$ cat config.mk
export PLATFORM = sky130hd
export DESIGN_NAME = ir_bus_regs
export DESIGN_NICKNAME = d
export VERILOG_FILES = /design/src/rtl/ir_bus_regs_pkg.sv /design/src/rtl/ir_tick_gen.sv /design/src/rtl/ir_bus_regs.sv
export SDC_FILE = /design/constraint.sdc
export NUM_CORES = 1
export LEC_CHECK = 0
export ABC_AREA = 1
export CAP_MARGIN = 15
export CORE_ASPECT_RATIO = 0.9
export CORE_UTILIZATION = 55
export CTS_CLUSTER_SIZE = 30
export DETAILED_ROUTE_END_ITERATION = 10
export PLACE_DENSITY = 0.8
export SYNTH_ARGS = -nofsm -noshare
export SYNTH_HDL_FRONTEND = slang
export SYNTH_SLANG_ARGS = --single-unit
$ cat constraint.sdc
create_clock -name CLK -period 2.1 [get_ports CLK]
set_input_delay 0.21 -clock CLK [delete_from_list [all_inputs] [get_ports CLK]]
set_output_delay 0.21 -clock CLK [all_outputs]
set_load 0.005 [all_outputs]
$ cat src/rtl/ir_bus_regs_pkg.sv
// Shared definitions for the IR bus register block and the transmitter mux.
package ir_bus_regs_pkg;

  // Register offsets inside the four-address IR window.
  localparam logic [1:0] REG_CMD     = 2'd0;
  localparam logic [1:0] REG_COLOUR  = 2'd1;
  localparam logic [1:0] REG_STATUS  = 2'd2;
  localparam logic [1:0] REG_TIMEOUT = 2'd3;

  // STATUS register bit positions.
  localparam int STAT_ACTIVE  = 0;
  localparam int STAT_TIMEOUT = 1;
  localparam int STAT_ERR     = 2;

  // COMMAND bit positions: {fwd, back, left, right}.
  localparam int CMD_RIGHT = 0;
  localparam int CMD_LEFT  = 1;
  localparam int CMD_BACK  = 2;
  localparam int CMD_FWD   = 3;

  // One-hot car select codes: {yellow, green, blue, red}.
  localparam logic [3:0] COLOUR_RED    = 4'b0001;
  localparam logic [3:0] COLOUR_BLUE   = 4'b0010;
  localparam logic [3:0] COLOUR_GREEN  = 4'b0100;
  localparam logic [3:0] COLOUR_YELLOW = 4'b1000;

  // Command state: IDLE means the car is stopped.
  typedef enum logic {
    ST_IDLE   = 1'b0,
    ST_ACTIVE = 1'b1
  } state_e;

  // True when exactly one bit of a 4-bit value is set.
  function automatic logic is_onehot4(input logic [3:0] v);
    return (v != 4'd0) && ((v & (v - 4'd1)) == 4'd0);
  endfunction

endpackage

$ cat src/rtl/ir_tick_gen.sv
// Free-running prescaler emitting a one-cycle TICK every CLK_FREQ_HZ/TICK_HZ cycles.
module ir_tick_gen #(
  parameter int CLK_FREQ_HZ = 50_000_000,
  parameter int TICK_HZ     = 100
) (
  input  logic CLK,
  input  logic RST,
  output logic TICK
);

  localparam int DIV   = (CLK_FREQ_HZ / TICK_HZ > 0) ? CLK_FREQ_HZ / TICK_HZ : 1;
  localparam int CNT_W = (DIV > 1) ? $clog2(DIV) : 1;
  localparam logic [CNT_W-1:0] LAST = CNT_W'(DIV - 1);

  logic [CNT_W-1:0] cnt_q;

  assign TICK = (cnt_q == LAST);

  // Count 0..DIV-1 and wrap; bus activity never touches this counter.
  always_ff @(posedge CLK or posedge RST) begin
    // NOTE: sequential state uses non-blocking (<=) so every register samples pre-edge values.
    if (RST) begin
      cnt_q <= '0;
    end else if (TICK) begin
      cnt_q <= '0;
    end else begin
      cnt_q <= cnt_q + 1'b1;
    end
  end

endmodule

$ cat src/rtl/ir_bus_regs.sv
// Bus-slave register stage feeding the IR transmitter, with a command watchdog.
module ir_bus_regs
  import ir_bus_regs_pkg::*;
#(
  parameter logic [7:0] BASE_ADDR       = 8'h90,
  parameter int         CLK_FREQ_HZ     = 50_000_000,
  parameter int         TICK_HZ         = 100,
  parameter logic [7:0] DEFAULT_TIMEOUT = 8'd50
) (
  input  logic       CLK,
  input  logic       RST,
  input  logic [7:0] BUS_ADDR,
  input  logic [7:0] BUS_DATA_IN,
  input  logic       BUS_WE,
  input  logic       BUS_RE,
  output logic [7:0] BUS_DATA_OUT,
  output logic       BUS_DATA_OE,
  output logic [3:0] COMMAND,
  output logic [3:0] COLOUR_SEL,
  output logic       CMD_ACTIVE
);

  state_e     state_q, state_d;
  logic [3:0] cmd_q, cmd_d;
  logic [7:0] timer_q, timer_d;
  logic [3:0] colour_q;
  logic [7:0] timeout_q;
  logic       flag_timeout_q, flag_err_q;
  logic       expire;
  logic       tick;

  logic [7:0] offset;
  logic       in_win, wr_en, rd_en, cmd_wr, status_rd;
  logic [1:0] reg_sel;
  logic [7:0] rd_data;

  ir_tick_gen #(
    .CLK_FREQ_HZ(CLK_FREQ_HZ),
    .TICK_HZ    (TICK_HZ)
  ) u_tick_gen (
    .CLK (CLK),
    .RST (RST),
    .TICK(tick)
  );

  // Address decode; a simultaneous write suppresses the read.
  always_comb begin
    offset    = BUS_ADDR - BASE_ADDR;
    in_win    = (offset < 8'd4);
    reg_sel   = offset[1:0];
    wr_en     = BUS_WE && in_win;
    rd_en     = BUS_RE && !BUS_WE && in_win;
    cmd_wr    = wr_en && (reg_sel == REG_CMD);
    status_rd = rd_en && (reg_sel == REG_STATUS);
  end

  // Next-state logic: CMD writes win over watchdog expiry on the same cycle.
  always_comb begin
    // NOTE: every output gets a default first so no path leaves a latch behind.
    state_d = state_q;
    cmd_d   = cmd_q;
    timer_d = timer_q;
    expire  = 1'b0;
    unique case (state_q)
      ST_IDLE: begin
        if (cmd_wr && (BUS_DATA_IN[3:0] != 4'd0)) begin
          state_d = ST_ACTIVE;
          cmd_d   = BUS_DATA_IN[3:0];
          timer_d = timeout_q;
        end
      end
      ST_ACTIVE: begin
        if (cmd_wr) begin
          cmd_d   = BUS_DATA_IN[3:0];
          timer_d = timeout_q;
          if (BUS_DATA_IN[3:0] == 4'd0) state_d = ST_IDLE;
        end else if (tick && (timeout_q != 8'd0)) begin
          if (timer_q <= 8'd1) begin
            expire  = 1'b1;
            state_d = ST_IDLE;
            cmd_d   = 4'd0;
            timer_d = 8'd0;
          end else begin
            timer_d = timer_q - 8'd1;
          end
        end
      end
      default: state_d = ST_IDLE;
    endcase
  end

  // Command state, live command and watchdog timer registers.
  always_ff @(posedge CLK or posedge RST) begin
    if (RST) begin
      state_q <= ST_IDLE;
      cmd_q   <= 4'd0;
      timer_q <= 8'd0;
    end else begin
      state_q <= state_d;
      cmd_q   <= cmd_d;
      timer_q <= timer_d;
    end
  end

  // Configuration registers and sticky flags; a flag set beats a read-clear.
  always_ff @(posedge CLK or posedge RST) begin
    if (RST) begin
      colour_q       <= COLOUR_RED;
      timeout_q      <= DEFAULT_TIMEOUT;
      flag_timeout_q <= 1'b0;
      flag_err_q     <= 1'b0;
    end else begin
      if (wr_en && (reg_sel == REG_TIMEOUT)) timeout_q <= BUS_DATA_IN;
      if (expire)         flag_timeout_q <= 1'b1;
      else if (status_rd) flag_timeout_q <= 1'b0;
      if (wr_en && (reg_sel == REG_COLOUR)) begin
        if (is_onehot4(BUS_DATA_IN[3:0])) colour_q   <= BUS_DATA_IN[3:0];
        else                              flag_err_q <= 1'b1;
      end else if (status_rd) begin
        flag_err_q <= 1'b0;
      end
    end
  end

  // Read data mux from the pre-edge register contents.
  always_comb begin
    rd_data = 8'h00;
    unique case (reg_sel)
      REG_CMD:     rd_data = {4'd0, cmd_q};
      REG_COLOUR:  rd_data = {4'd0, colour_q};
      REG_STATUS:  rd_data = {5'd0, flag_err_q, flag_timeout_q, (state_q == ST_ACTIVE)};
      REG_TIMEOUT: rd_data = timeout_q;
      default:     rd_data = 8'h00;
    endcase
  end

  // Registered read port: data and OE are valid for one cycle after the strobe.
  always_ff @(posedge CLK or posedge RST) begin
    if (RST) begin
      BUS_DATA_OUT <= 8'h00;
      BUS_DATA_OE  <= 1'b0;
    end else begin
      BUS_DATA_OE  <= rd_en;
      BUS_DATA_OUT <= rd_en ? rd_data : 8'h00;
    end
  end

  assign COMMAND    = cmd_q;
  assign COLOUR_SEL = colour_q;
  assign CMD_ACTIVE = (state_q == ST_ACTIVE);

endmodule

==> flow_metrics.env, run 1 <==
export IMPL_fin_crit_ns=1.76
export IMPL_tns_ns=0
export IMPL_dieArea_sq_um=5580
export IMPL_gp_congestion=0.955
export IMPL_reg2reg_to="u_tick_gen.cnt_q[13]"
export IMPL_htree_levels=2
export IMPL_drtIter0Drc=205
export IMPL_setup_viol=0
export IMPL_stdcell_count=484
export IMPL_gr_total_overflow=0
export IMPL_first_global_vias=2307
export IMPL_synth_yosys_seq_area_share_pct=47.5
export IMPL_fill_cells=418
export IMPL_initial_core_util_pct=58.7
export IMPL_drtPass1Iterations=5
export IMPL_fp_row_count=24
export IMPL_comb_power_share_pct=19.6
export IMPL_internal_power_w=0.00152
export IMPL_area_delta_synth_final_pct=19.0
export IMPL_r2r_start="u_tick_gen.cnt_q[0]"
export IMPL_numCtsBuffers=5
export IMPL_vias=2551
export IMPL_synth_seq_cells=55
export IMPL_clock_tree_buffer_depth=2
export IMPL_avgRoutedWirePerCell_microns=13.5
export IMPL_crit_fanout=6
export IMPL_place_area_sq_um=3380
export IMPL_fp_dieH_microns=71.0
export IMPL_power_density_nw_per_um2=627
export IMPL_worstMarginPinSlew_ns=0.471
export IMPL_finalCritPeriodShare_pct=84.0
export IMPL_port_buffers=37
export IMPL_rsz0062_at_grt="false"
export IMPL_grt_pass1_wl_mm=10.9
export IMPL_grt_usage_pct=25.3
export IMPL_synth_avg_cell_area_sq_um=7.77
export IMPL_startpoint="u_tick_gen.cnt_q[0]"
export IMPL_skew_ns=0.00888
export IMPL_clock_tree_root_cell="clkbuf_8"
export IMPL_power_switching_w=0.000648
export IMPL_drive_above_1_share_pct=9.07
export IMPL_slew_violations=0
export IMPL_fmax_ghz=0.567
export IMPL_fin_nets=441
export IMPL_ir_drop_uv=392
export IMPL_cts_sinks=55
export IMPL_yosys_warnings=0
export IMPL_grt_max_degree=45
export IMPL_arrival_ns=1.98
export IMPL_cts_resized=0
export IMPL_coreArea_sq_um=4950
export IMPL_rrSetupSlack_ns=0.34
export IMPL_maxCapViolations=0
export IMPL_final_cell_area_sq_um=3460
export IMPL_synth_cells=374
export IMPL_finalHoldViolations=0
export IMPL_synth_nets=397
export IMPL_hpwlAfterDp_mm=4.99
export IMPL_pin_count=38
export IMPL_place_inst=476
export IMPL_critPathCapture="u_tick_gen.cnt_q[13]"
export IMPL_cts_tree="yes"
export IMPL_n_antenna_cell=0
export IMPL_power_w=0.00217
export IMPL_synth_distinct_cells=33
export IMPL_cp_end_kind="register"
export IMPL_post_cts_buffers=0
export IMPL_drcViolationCount=0
export IMPL_antenna_found_initial=0
export IMPL_crit_type="register to register"
export IMPL_synth_area_sq_um=2910
export IMPL_insertion_delay_ns=0.31
export IMPL_status="finished clean"
export IMPL_pwr_share_clk_pct=26.9
export IMPL_cp_required_ns=2.31
export IMPL_wirelength_mm=6.55
export IMPL_netSwitchingFraction_pct=29.9
export IMPL_cts_hold_buf=0
export IMPL_seqPwrFrac_pct=53.5
export IMPL_max_slew_margin_pct=68.5
export IMPL_critPathLaunchType="register"
export IMPL_whs_ns=0.139
export IMPL_die_width_microns=78.6
export IMPL_reg2regPathDepth=9
export IMPL_p_leak_nw=1.70
export IMPL_ant_nets=0
export IMPL_hp_class="input port to asynchronous set/reset pin"
export IMPL_viasPerCell=5.27
export IMPL_clk_pin_slew_ns=0.10
-- how the worst min path moves through the flow --
stage / cells after the start / from / slack (ns) / end
final: 2 / RST / 0.14 / timer_q[4]
after global routing: 2 / RST / 0.17 / timer_q[7]
after CTS: 2 / RST / 0.15 / timer_q[7]
after detailed placement: 2 / timer_q[6] / 0.47 / timer_q[6]
after global placement: 1 / u_tick_gen.cnt_q[0] / 0.45 / u_tick_gen.cnt_q[0]
after floorplan: 2 / BUS_DATA_IN[1] / 0.32 / timeout_q[1]
-- logic make-up after synthesis --
family | Yosys count | share of synthesized area (%)
DFF | 55 | 47.5
and+or+nand+nor | 205 | 30.9
xor gates and xnor gates | 13 | 3.92
muxes | 3 | 1.16
buffers and inverters | 52 | 7.10
adders and majority gates | 3 | 1.29
AOI/OAI and AO/OA | 43 | 8.13
-- cell usage in the layout (no fill, tap or decap), types with 4 or more instances in the layout --
master	instances
a21oi_1	11
clkbuf_8	5
clkdlybuf4s50_1	37
dfrtp_1	51
dfstp_2	4
inv_1	45
nand2_1	112
nand3_1	16
nand4_1	5
nor2_1	46
nor2_2	5
nor3_1	7
o21ai_0	21
o21ai_1	4
xor2_1	11
-- layer usage --
metal | wire [microns] | vias to the layer above | global-route usage [%] | share of wire [%]
li1 | - | 1271 | - | -
met1 | 3090 | 1177 | 36.6 | 47
met2 | 3000 | 94 | 38.5 | 46
met3 | 394 | 9 | 4.90 | 6.0
met4 | 65 | 0 | 8.02 | 0.99
met5 | 0 | - | 0 | 0
-- Yosys cell counts --
cell | instances | area (sq um)
nand2_1 | 112 | 420
xor2_1 | 11 | 96.3
nand2_2 | 3 | 18.8
a22o_1 | 1 | 8.76
nand4_2 | 1 | 12.5
inv_2 | 2 | 7.51
mux2_2 | 3 | 33.8
nor3_2 | 1 | 10.0
buf_2 | 2 | 10.0
nand4_1 | 5 | 31.3
nor2_1 | 46 | 173
nand3_2 | 2 | 20.0
ha_1 | 3 | 37.5
nor2_4 | 3 | 33.8
nand3_1 | 16 | 80.1
buf_4 | 1 | 7.51
o21ai_0 | 21 | 105
nand2_4 | 1 | 11.3
a21oi_1 | 11 | 55.1
o21ai_1 | 4 | 20.0
a221oi_1 | 3 | 26.3
nor3b_1 | 1 | 7.51
nor3_1 | 7 | 35.0
a31oi_1 | 1 | 6.26
inv_1 | 46 | 173
or2_1 | 1 | 6.26
o21a_1 | 2 | 15.0
dfrtp_1 | 51 | 1280
dfstp_2 | 4 | 105
nor2_2 | 5 | 31.3
clkinv_4 | 1 | 8.76
xnor2_1 | 2 | 17.5
nand3b_1 | 1 | 7.51
-- area by class of cell --
class	count	area, sq um	area share (%)
clock buffer	5	68.8	1.99
clock inverter	3	15.0	0.434
inverter	49	189	5.46
multi-input combinational	267	1320	38.1
sequential	55	1380	39.9
tap	65	81.3	2.35
timing repair buffer	40	405	11.7
-- metrics by stage --
step	utilization, %	worst slack (ns)
floorplan	-	0.554
global route	69.8	0.157
detailed placement	68.2	0.226
finish	69.8	0.335
CTS	69.8	0.329
global placement	68.2	0.269
-- sequential cells by signal (all words and copies together), names as in the netlist, 4 cells and up --
name / count
u_tick_gen.cnt_q: 19
timer_q: 8
COMMAND: 4
COLOUR_SEL: 4
timeout_q: 8
BUS_DATA_OUT: 8
-- critical path: stages (launching register included) --
cell and delay [ns]:
dfrtp_1 0.39, ha_1 0.26, nand2_2 0.13, nor2_4 0.16, inv_2 0.06, nor2_2 0.14
nand2_1 0.11, inv_1 0.23, a21oi_1 0.08, o21a_1 0.11
-- power groups by stage --
stage	Sequential (W)	Combinational (W)	Clock, W
floorplan	0.00117	0.000294	0
global placement	0.00118	0.000412	0
detailed placement	0.00118	0.000421	0
CTS	0.00116	0.000424	0.000590
global route	0.00117	0.000482	0.000626
finish	0.00116	0.000424	0.000584
No activity file was read; power rests on OpenSTA's default activity.
==> run 2, diff against run 1 <==
==> constraint.sdc (replaced) <==
create_clock -name CLK -period 1.7 [get_ports CLK]
set_input_delay 0.17 -clock CLK [delete_from_list [all_inputs] [get_ports CLK]]
set_output_delay 0.17 -clock CLK [all_outputs]
set_load 0.005 [all_outputs]
==> run 2 against run 1 <==
Sequential cell count stayed put. First-iteration DRC count increased by 3.9%. Clock skew grew 0.00082 ns. Sequential power up 24%. Total power is 26% higher. Sequential share of layout area decreased by 1.6 points. Design area increased by 4.3%. Core utilization rose by 3.0 points. Hold slack improved by 0.070 ns. Critical path depth is the same. Final cell count grew 3.1%. Highest routed layer unchanged.
==> flow_metrics.env, run 2 (synthesized netlist as in run 1, its figures left out) <==
export IMPL_status="finished clean"
export IMPL_drtIter0Drc=213
export IMPL_fp_row_count=24
export IMPL_cts_tree="yes"
export IMPL_die_width_microns=78.6
export IMPL_clock_tree_root_cell="clkbuf_8"
export IMPL_cts_sinks=55
export IMPL_seqPwrFrac_pct=52.8
export IMPL_reg2reg_to="timer_q[7]"
export IMPL_grt_pass1_wl_mm=11.6
export IMPL_n_antenna_cell=0
export IMPL_fin_crit_ns=1.63
export IMPL_netSwitchingFraction_pct=29.4
export IMPL_rrSetupSlack_ns=0.07
export IMPL_cp_required_ns=1.95
export IMPL_regMostFlops="u_tick_gen.cnt_q"
export IMPL_initial_core_util_pct=58.7
export IMPL_largest_reg_flops=19
export IMPL_dp_slack_ns=-0.0736
export IMPL_wirelength_mm=6.61
export IMPL_slew_violations=0
export IMPL_gp_congestion=0.923
export IMPL_layout_setup_ws_ns=0.0652
export IMPL_hp_class="input port to asynchronous set/reset pin"
export IMPL_critPathSlowestCell="dfrtp_1"
export IMPL_crit_chain="inv_1 -> ha_1 -> o21a_1 -> nand2_2 -> nand3_2 -> buf_4 -> o21ai_0 -> nand2_1 -> nand2_1"
export IMPL_drive_above_1_share_pct=12.9
export IMPL_r2r_start="timer_q[0]"
export IMPL_skew_ns=0.00970
export IMPL_place_area_sq_um=3480
export IMPL_coreArea_sq_um=4950
export IMPL_final_cell_area_sq_um=3610
export IMPL_clock_tree_buffer_depth=2
export IMPL_power_density_nw_per_um2=754
export IMPL_port_buffers=37
export IMPL_worstMarginPinSlew_ns=0.384
export IMPL_reg2regPathDepth=9
export IMPL_final_cell_mix="111 x nand2_1, 50 x dfrtp_1, 45 x inv_1, 45 x nor2_1, 37 x clkdlybuf4s50_1"
export IMPL_clk_pin_slew_ns=0.10
export IMPL_cts_hold_buf=0
export IMPL_p_leak_nw=1.78
export IMPL_area_delta_synth_final_pct=24.2
export IMPL_drcViolationCount=0
export IMPL_insertion_delay_ns=0.30
export IMPL_setup_viol=0
export IMPL_avgRoutedWirePerCell_microns=13.2
export IMPL_internal_power_w=0.00192
export IMPL_maxCapViolations=0
export IMPL_mostFrequentLayoutCell="nand2_1"
export IMPL_comb_power_share_pct=21.4
export IMPL_max_slew_margin_pct=74.2
export IMPL_crit_type="register to register"
export IMPL_arrival_ns=1.89
export IMPL_htree_levels=2
export IMPL_finalHoldViolations=0
export IMPL_viasPerCell=5.26
export IMPL_finalCritPeriodShare_pct=96.2
export IMPL_vias=2623
export IMPL_antenna_found_initial=0
export IMPL_hpwlAfterDp_mm=4.92
export IMPL_crit_fanout=8
export IMPL_final_util_pct=72.9
export IMPL_pin_count=38
export IMPL_fp_dieH_microns=71.0
export IMPL_critPathLaunchType="register"
export IMPL_grt_max_degree=56
export IMPL_numCtsBuffers=5
export IMPL_fin_nets=456
export IMPL_cp_end_kind="register"
export IMPL_ant_nets=0
export IMPL_dieArea_sq_um=5580
export IMPL_first_global_vias=2508
export IMPL_fmax_ghz=0.612
export IMPL_whs_ns=0.210
export IMPL_power_switching_w=0.000801
export IMPL_drtPass1Iterations=5
export IMPL_ir_drop_uv=439
export IMPL_path_common_cell="nand2_1"
export IMPL_gr_total_overflow=0
export IMPL_cpPeakStageDelay_ns=0.42
export IMPL_pwr_share_clk_pct=25.8
export IMPL_grt_usage_pct=26.6
## run 2: how the worst max path moves through the flow
stage	from	endpoint	slack, ns	cells after the start
after floorplan	RST	BUS_DATA_OE	0.19	1
after global placement	BUS_ADDR[1]	COLOUR_SEL[3]	-0.02	7
after detailed placement	BUS_ADDR[7]	timeout_q[0]	-0.07	8
after CTS	timer_q[0]	timer_q[1]	0.04	9
after global routing	u_tick_gen.cnt_q[0]	timer_q[1]	-0.008	11
final	timer_q[0]	timer_q[7]	0.07	9
## run 2: layout make-up
| type | instances | area (sq um) |
|---|---|---|
| clock buffer | 7 | 76.3 |
| clock inverter | 1 | 5.00 |
| fill | 390 | 1340 |
| inverter | 49 | 191 |
| multi-input combinational | 267 | 1360 |
| sequential | 55 | 1380 |
| tap | 65 | 81.3 |
| timing repair buffer | 55 | 518 |
## run 2: what timing repair did
action,CTS,global route
gates resized for setup,0,11
setup endpoints to repair,0,13
buffers inserted,0,1
## run 2: through the flow
stage / setup TNS (ns) / total power [W] / instances
6_report: 0 / 0.00272 / 499
5_1_grt: -0.00939 / 0.00288 / 499
4_1_cts: 0 / 0.00270 / 498
3_5_place_dp: -0.714 / 0.00202 / 490
3_3_place_gp: -0.0561 / 0.00199 / 490
2_1_floorplan: 0 / 0.00180 / 374
## run 2: metal layers
layer,GRT usage [%],part of all wire [%],vias up
li1,-,-,1301
met1,37.5,47,1230
met2,42.1,46,85
met3,5.16,5.4,7
met4,6.79,1.1,0
met5,0,0,-
## run 2: power by group through the flow
| stage | Sequential (W) | Combinational, W | Clock [W] |
|---|---|---|---|
| final | 0.00144 | 0.000583 | 0.000702 |
| after global routing | 0.00145 | 0.000658 | 0.000771 |
| after CTS | 0.00143 | 0.000562 | 0.000705 |
| after detailed placement | 0.00146 | 0.000559 | 0 |
| after global placement | 0.00146 | 0.000535 | 0 |
| after floorplan | 0.00144 | 0.000363 | 0 |
## run 2: worst max-delay path: cells and delay by family (launching register included)
family | cells | cell delay (ns)
flops | 1 | 0.42
simple gates | 4 | 0.31
compound gates | 2 | 0.38
fa+ha+maj | 1 | 0.21
buf+inv | 2 | 0.26
==> run 3, diff against run 2 <==
--- a/config.mk
+++ b/config.mk
@@ -12,6 +12,7 @@
 export CTS_CLUSTER_SIZE = 30
 export DETAILED_ROUTE_END_ITERATION = 10
 export PLACE_DENSITY = 0.8
+export SKIP_CTS_REPAIR_TIMING = 1
 export SYNTH_ARGS = -nofsm -noshare
 export SYNTH_HDL_FRONTEND = slang
 export SYNTH_SLANG_ARGS = --single-unit
==> results of run 3 <==
The final DEF is identical to that of run 2; final timing and power are the same.
